[config.mk]
export PLATFORM = sky130hd
export DESIGN_NAME = writeback_stage
export DESIGN_NICKNAME = d
export VERILOG_FILES = /design/src/rtl/writeback_stage.sv
export SDC_FILE = /design/constraint.sdc
export NUM_CORES = 1
export LEC_CHECK = 0
export ABC_CLOCK_PERIOD_IN_PS = 9100
export BUFFER_PORTS_ARGS = -buffer_cell sky130_fd_sc_hd__clkbuf_2
export CORE_AREA = 2 2 140 142
export CTS_CLUSTER_SIZE = 30
export DETAILED_ROUTE_END_ITERATION = 16
export DIE_AREA = 0 0 142 144
export GPL_TIMING_DRIVEN = 1
export MAX_ROUTING_LAYER = met4
export PLACE_DENSITY = 0.82
export SLEW_MARGIN = 40
export SYNTH_ARGS = -nofsm -noshare
export SYNTH_HDL_FRONTEND = slang
export SYNTH_SLANG_ARGS = --single-unit
[constraint.sdc]
create_clock -name clk -period 9.1 [get_ports clk]
set_clock_uncertainty 0.15 [all_clocks]
set_input_delay 1.82 -clock clk [delete_from_list [all_inputs] [get_ports clk]]
set_output_delay 1.82 -clock clk [all_outputs]
set_load 0.03 [all_outputs]
[src/rtl/writeback_stage.sv]
// rtl/writeback_stage.sv - RV32I writeback stage: load alignment/extension, register-file write, retire count.
module writeback_stage #(
   parameter int data_width = 32,
   parameter int num_reg    = 32,
   parameter int idx_width  = $clog2(num_reg),
   parameter int cnt_width  = 64
) (
   input  logic                  clk,
   input  logic                  rst,
   input  logic                  in_valid,
   output logic                  in_ready,
   input  logic                  in_reg_write,
   input  logic [idx_width-1:0]  in_rd,
   input  logic [1:0]            in_wb_sel,
   input  logic [2:0]            in_funct3,
   input  logic [data_width-1:0] in_alu_result,
   input  logic [data_width-1:0] in_pc,
   input  logic                  mem_rvalid,
   input  logic [data_width-1:0] mem_rdata,
   output logic                  wb_en,
   output logic [idx_width-1:0]  wb_rd,
   output logic [data_width-1:0] wb_data,
   output logic                  retire,
   output logic                  misaligned,
   output logic [cnt_width-1:0]  instret
);

   typedef enum logic [1:0] {IDLE, WAIT_LOAD, COMMIT} state_t;

   localparam logic [1:0] SEL_LOAD = 2'd1;
   localparam logic [1:0] SEL_PC4  = 2'd2;

   state_t                state_q, state_d;
   logic                  reg_write_q, reg_write_d;
   logic [idx_width-1:0]  rd_q, rd_d;
   logic [1:0]            wb_sel_q, wb_sel_d;
   logic [2:0]            funct3_q, funct3_d;
   logic [data_width-1:0] alu_q, alu_d;
   logic [data_width-1:0] pc_q, pc_d;
   logic [data_width-1:0] rdata_q, rdata_d;
   logic                  wb_en_q, wb_en_d;
   logic [idx_width-1:0]  wb_rd_q, wb_rd_d;
   logic [data_width-1:0] wb_data_q, wb_data_d;
   logic                  retire_q, retire_d;
   logic                  misaligned_q, misaligned_d;
   logic [cnt_width-1:0]  instret_q, instret_d;

   logic [1:0]            off;
   logic [7:0]            byte_v;
   logic [15:0]           half_v;
   logic [data_width-1:0] load_v;
   logic [data_width-1:0] result_v;
   logic                  mis_v;

   // Load extraction works on the captured address and the word latched in WAIT_LOAD.
   always_comb begin
      off    = alu_q[1:0];
      byte_v = rdata_q[7:0];
      case (off)
         2'd1:    byte_v = rdata_q[15:8];
         2'd2:    byte_v = rdata_q[23:16];
         2'd3:    byte_v = rdata_q[31:24];
         default: byte_v = rdata_q[7:0];
      endcase
      half_v = off[1] ? rdata_q[31:16] : rdata_q[15:0];
      case (funct3_q)
         3'b000:  load_v = {{(data_width-8){byte_v[7]}}, byte_v};
         3'b001:  load_v = {{(data_width-16){half_v[15]}}, half_v};
         3'b100:  load_v = {{(data_width-8){1'b0}}, byte_v};
         3'b101:  load_v = {{(data_width-16){1'b0}}, half_v};
         default: load_v = rdata_q;
      endcase
      case (wb_sel_q)
         SEL_LOAD: result_v = load_v;
         SEL_PC4:  result_v = pc_q + data_width'(4);
         default:  result_v = alu_q;
      endcase
      mis_v = 1'b0;
      if (wb_sel_q == SEL_LOAD) begin
         case (funct3_q)
            3'b000, 3'b100: mis_v = 1'b0;
            3'b001, 3'b101: mis_v = off[0];
            default:        mis_v = (off != 2'd0);
         endcase
      end
   end

   always_comb begin
      state_d      = state_q;
      reg_write_d  = reg_write_q;
      rd_d         = rd_q;
      wb_sel_d     = wb_sel_q;
      funct3_d     = funct3_q;
      alu_d        = alu_q;
      pc_d         = pc_q;
      rdata_d      = rdata_q;
      wb_en_d      = 1'b0;
      wb_rd_d      = wb_rd_q;
      wb_data_d    = wb_data_q;
      retire_d     = 1'b0;
      misaligned_d = 1'b0;
      instret_d    = instret_q;
      case (state_q)
         IDLE: begin
            if (in_valid) begin
               reg_write_d = in_reg_write;
               rd_d        = in_rd;
               wb_sel_d    = in_wb_sel;
               funct3_d    = in_funct3;
               alu_d       = in_alu_result;
               pc_d        = in_pc;
               state_d     = (in_wb_sel == SEL_LOAD) ? WAIT_LOAD : COMMIT;
            end
         end
         WAIT_LOAD: begin
            if (mem_rvalid) begin
               rdata_d = mem_rdata;
               state_d = COMMIT;
            end
         end
         COMMIT: begin
            state_d      = IDLE;
            retire_d     = 1'b1;
            misaligned_d = mis_v;
            wb_en_d      = reg_write_q && (rd_q != '0) && !mis_v;
            wb_rd_d      = rd_q;
            wb_data_d    = mis_v ? '0 : result_v;
            instret_d    = instret_q + cnt_width'(1);
         end
         default: state_d = IDLE;
      endcase
   end

   always_ff @(posedge clk or posedge rst) begin
      if (rst) begin
         state_q      <= IDLE;
         reg_write_q  <= 1'b0;
         rd_q         <= '0;
         wb_sel_q     <= '0;
         funct3_q     <= '0;
         alu_q        <= '0;
         pc_q         <= '0;
         rdata_q      <= '0;
         wb_en_q      <= 1'b0;
         wb_rd_q      <= '0;
         wb_data_q    <= '0;
         retire_q     <= 1'b0;
         misaligned_q <= 1'b0;
         instret_q    <= '0;
      end else begin
         state_q      <= state_d;
         reg_write_q  <= reg_write_d;
         rd_q         <= rd_d;
         wb_sel_q     <= wb_sel_d;
         funct3_q     <= funct3_d;
         alu_q        <= alu_d;
         pc_q         <= pc_d;
         rdata_q      <= rdata_d;
         wb_en_q      <= wb_en_d;
         wb_rd_q      <= wb_rd_d;
         wb_data_q    <= wb_data_d;
         retire_q     <= retire_d;
         misaligned_q <= misaligned_d;
         instret_q    <= instret_d;
      end
   end

   assign in_ready   = (state_q == IDLE);
   assign wb_en      = wb_en_q;
   assign wb_rd      = wb_rd_q;
   assign wb_data    = wb_data_q;
   assign retire     = retire_q;
   assign misaligned = misaligned_q;
   assign instret    = instret_q;

endmodule

==> results.sh <==
export IMPL_endpoint_kind="output port"
export IMPL_timing_max_slew_rel_slack_pct=48.6
export IMPL_clock_sinks=213
export IMPL_finalHoldViolations=0
export IMPL_cts_hold_buffers=0
export IMPL_final_period_utilization_pct=37.2
export IMPL_synth_top_cells_by_area="sky130_fd_sc_hd__dfrtp_1 52%, sky130_fd_sc_hd__mux2_2 11%, sky130_fd_sc_hd__xor2_1 3.9%"
export IMPL_critPathArrivalTime_ns=1.42
export IMPL_track_usage_pct=27.4
export IMPL_maximum_fanout_encountered_on_the_critical_timing_path=5
export IMPL_core_area_um2=19100
export IMPL_status="finished clean"
export IMPL_synth_ff_latch_count=213
export IMPL_io_pins=216
export IMPL_mappedNetlistArea_um2=10300
export IMPL_synthArstFlopShare_pct=100
export IMPL_worst_ep_required_time_ns=7.13
export IMPL_worstHoldPathType="reg -> reg"
export IMPL_firstDrtPassIters=5
export IMPL_clkTransAtPathRegs_ns=0.06
export IMPL_critPathKind="reg -> out"
export IMPL_finalSetupViolCount=0
export IMPL_grt_start_max_net_pins=135
export IMPL_antenna_violations_before_repair=2
export IMPL_num_vias=8350
export IMPL_yosys_area_top_type="sky130_fd_sc_hd__dfrtp_1"
export IMPL_synth_seq_area_share_pct=51.9
export IMPL_synth_edf_count=0
export IMPL_layout_drive_gt1_share_pct=33.4
export IMPL_multi_input_area_um2=4710
export IMPL_routability_congestion=0.942
export IMPL_drc_errors=0
export IMPL_synth_cell_types=63
export IMPL_std_cell_rows=51
export IMPL_area_growth_syn_to_layout_pct=19.5
export IMPL_largest_buffer_count_on_any_clock_path=3
export IMPL_clock_latency_ns=0.52
export IMPL_final_period_minus_worst_setup_slack_ns=3.39
export IMPL_timing_setup_tns_ns=0
export IMPL_initial_utilization_pct=53.9
export IMPL_grt_overflow_total=0
export IMPL_cp_start_kind="register"
export IMPL_numCtsBuffers=23
export IMPL_die_area_um2=20400
export IMPL_vdd_ir_drop_max_uv=156
export IMPL_route_antenna_remaining_nets=0
export IMPL_power_leakage_uw=0.00566
export IMPL_global_route_usage_met2_pct=42.3
export IMPL_h_tree_levels=1
export IMPL_postSynthNetCount=1045
export IMPL_portBuffers=215
export IMPL_power_density_nw_per_um2=264
export IMPL_clock_tree_from_tritoncts="yes"
export IMPL_tightest_slew_ns=0.766
export IMPL_groute_layer_met1_usage_pct=36.7
export IMPL_detail_route_wl_per_cell_um=19.8
export IMPL_synthesis_instances=930
export IMPL_via_count_of_the_first_global_routing_pass=7995
export IMPL_holdWs_ns=0.333
export IMPL_fill_cells=1499
export IMPL_die_y_um=144
export IMPL_ys_dominant_reg_cell="sky130_fd_sc_hd__dfrtp_1"
export IMPL_die_w_um=142
export IMPL_viasPerCell=6.04
export IMPL_synth_avg_cell_area_um2=11.1
export IMPL_timing_max_transition_violations_final=0
export IMPL_critical_path_slowest_cell="sky130_fd_sc_hd__dfrtp_1"
export IMPL_cts_setup_buffers=0
export IMPL_grt_first_pass_wirelength_um=42900
export IMPL_nets=1245
export IMPL_grt_most_used_layer="met2"
export IMPL_maxCapViolCount=0
export IMPL_route_final_wire_length_um=27300
export IMPL_max_freq_ghz=0.295
export IMPL_groute_layer_met3_usage_pct=4.40
export IMPL_detail_route_iter0_violations=779
export IMPL_rsz0062_at_grt="no"
export IMPL_final_seq_area_um2=5330
export IMPL_place_hpwl_um=19600
export IMPL_path_cells="nor2_1 > clkbuf_2"
export IMPL_cts_resized=0
export IMPL_synth_top_area_share_pct=51.9
export IMPL_clk_root_buffer_cell="sky130_fd_sc_hd__clkbuf_16"
export IMPL_delay_of_the_slowest_cell_on_the_worst_path_ns=0.43
export IMPL_yosys_warnings=0
layer usage:
metal  vias to the layer above  wire, µm
met5                         -         0
li1                       3802         -
met1                      4050     11300
met4                         0      1120
met3                        79      2270
met2                       419     12700
cells by family (layout without fill, tap and decap cells):
group	Yosys count	after routing	share of synthesized area (%)
other cells	0	2	0
flops	213	213	51.9
mux	111	111	12.2
xor+xnor	83	83	7.07
fa+ha+maj	4	4	0.487
compound gates	159	159	10.6
buf+inv	64	277	2.47
simple gates	296	296	15.3
critical path: cells and delay by family, from the launching register on:
family | cells | cell delay (ns)
buf+inv | 1 | 0.26
flops | 1 | 0.43
simple gates | 1 | 0.21
through the flow:
stage               total power, µW  setup WS (ns)  cell area (µm²)  instances  utilization, %
global route                   3390           5.66            12300       1383            64.4
detailed placement             2330           5.72            11500       1343            60.5
floorplan                      2000           1.31            10300        930               -
finish                         3240           5.71            12300       1383            64.4
CTS                            3240           5.72            12300       1381            64.3
global placement               2300           5.27            11500       1342            60.3
power breakdown:
group,leakage [µW],internal [µW],switching [µW]
Sequential,0.00269,1170,240
Combinational,0.00261,356,567
Clock,0.000355,533,374
placed cells by master, fill, tap and decap left out, types with 4 or more instances in the layout:
cell	count
sky130_fd_sc_hd__o211ai_1	4
sky130_fd_sc_hd__a31oi_1	5
sky130_fd_sc_hd__mux2_2	104
sky130_fd_sc_hd__nand3_1	49
sky130_fd_sc_hd__mux2i_1	6
sky130_fd_sc_hd__a41oi_1	4
sky130_fd_sc_hd__dfrtp_1	213
sky130_fd_sc_hd__xor2_1	46
sky130_fd_sc_hd__a22o_1	7
sky130_fd_sc_hd__nand4_1	22
sky130_fd_sc_hd__o2111ai_1	4
sky130_fd_sc_hd__o221ai_1	7
sky130_fd_sc_hd__nor2_1	35
sky130_fd_sc_hd__nor4_1	11
sky130_fd_sc_hd__clkbuf_8	5
sky130_fd_sc_hd__nand2b_1	9
sky130_fd_sc_hd__xnor2_1	37
sky130_fd_sc_hd__nor3_1	21
sky130_fd_sc_hd__and4_1	13
sky130_fd_sc_hd__and3_1	11
sky130_fd_sc_hd__nand2_1	87
sky130_fd_sc_hd__clkbuf_1	4
sky130_fd_sc_hd__a21oi_1	33
sky130_fd_sc_hd__clkbuf_16	23
sky130_fd_sc_hd__o2111a_1	11
sky130_fd_sc_hd__o21ai_0	52
sky130_fd_sc_hd__a32oi_1	9
sky130_fd_sc_hd__clkbuf_2	215
sky130_fd_sc_hd__or3_1	13
sky130_fd_sc_hd__inv_1	15
sky130_fd_sc_hd__a211oi_1	6
sequential cells by signal, summed over array words and instances, names as in the netlist:
| signal | flops |
|---|---|
| state_q | 2 |
| pc_q | 32 |
| reg_write_q | 1 |
| rdata_q | 32 |
| wb_sel_q | 2 |
| instret | 64 |
| misaligned | 1 |
| alu_q | 32 |
| wb_en | 1 |
| wb_rd | 5 |
| funct3_q | 3 |
| rd_q | 5 |
| wb_data | 32 |
| retire | 1 |
cell usage after synthesis, drive strengths merged (2+ instances only):
library cell  count
and2              3
a22o              7
o31ai             3
o211ai            4
mux2            104
inv              17
nor2b             4
a221oi            2
clkinv            2
xor2             46
nand4            25
clkbuf           33
a211oi            6
xnor2            37
nor4             13
buf              12
nand2            88
a21oi            33
nor3             25
a31oi             5
o221ai            7
nand2b           10
and3             11
o2111ai           4
or3              13
dfrtp           213
o2111a           11
nand3            49
a32oi             9
nor2             36
ha                4
o21ai            52
a41oi             4
mux2i             6
and4             13
nand3b            3
o21a              2
area by class of cell:
| type | instances | share of cell area, % |
|---|---|---|
| well taps | 238 | 2.42 |
| repair buffers | 220 | 9.20 |
| flip-flops and latches | 213 | 43.4 |
| clock inverters | 6 | 0.560 |
| diodes | 2 | 0.0407 |
| clock buffers | 32 | 5.37 |
| inverters | 19 | 0.682 |
| multi-input cells | 653 | 38.3 |
final timing paths:
kind                                              start  slack, ns                      end  cells past startpoint
worst max-delay path             state_q[1]$_DFFE_PP0P_       5.71                 in_ready                      2
worst min-delay path               wb_rd[4]$_DFFE_PP0P_       0.33     wb_rd[4]$_DFFE_PP0P_                      2
worst max register to register  wb_sel_q[1]$_DFFE_PP0P_       6.00  wb_data[15]$_DFFE_PP0P_                      7
min in group asynchronous                           rst       1.31   rdata_q[8]$_DFFE_PP0P_                      2
worst min register to register     wb_rd[4]$_DFFE_PP0P_       0.33     wb_rd[4]$_DFFE_PP0P_                      2
max in group asynchronous                           rst       6.34     alu_q[2]$_DFFE_PP0P_                      3
Power figures use the tool's default switching activity.
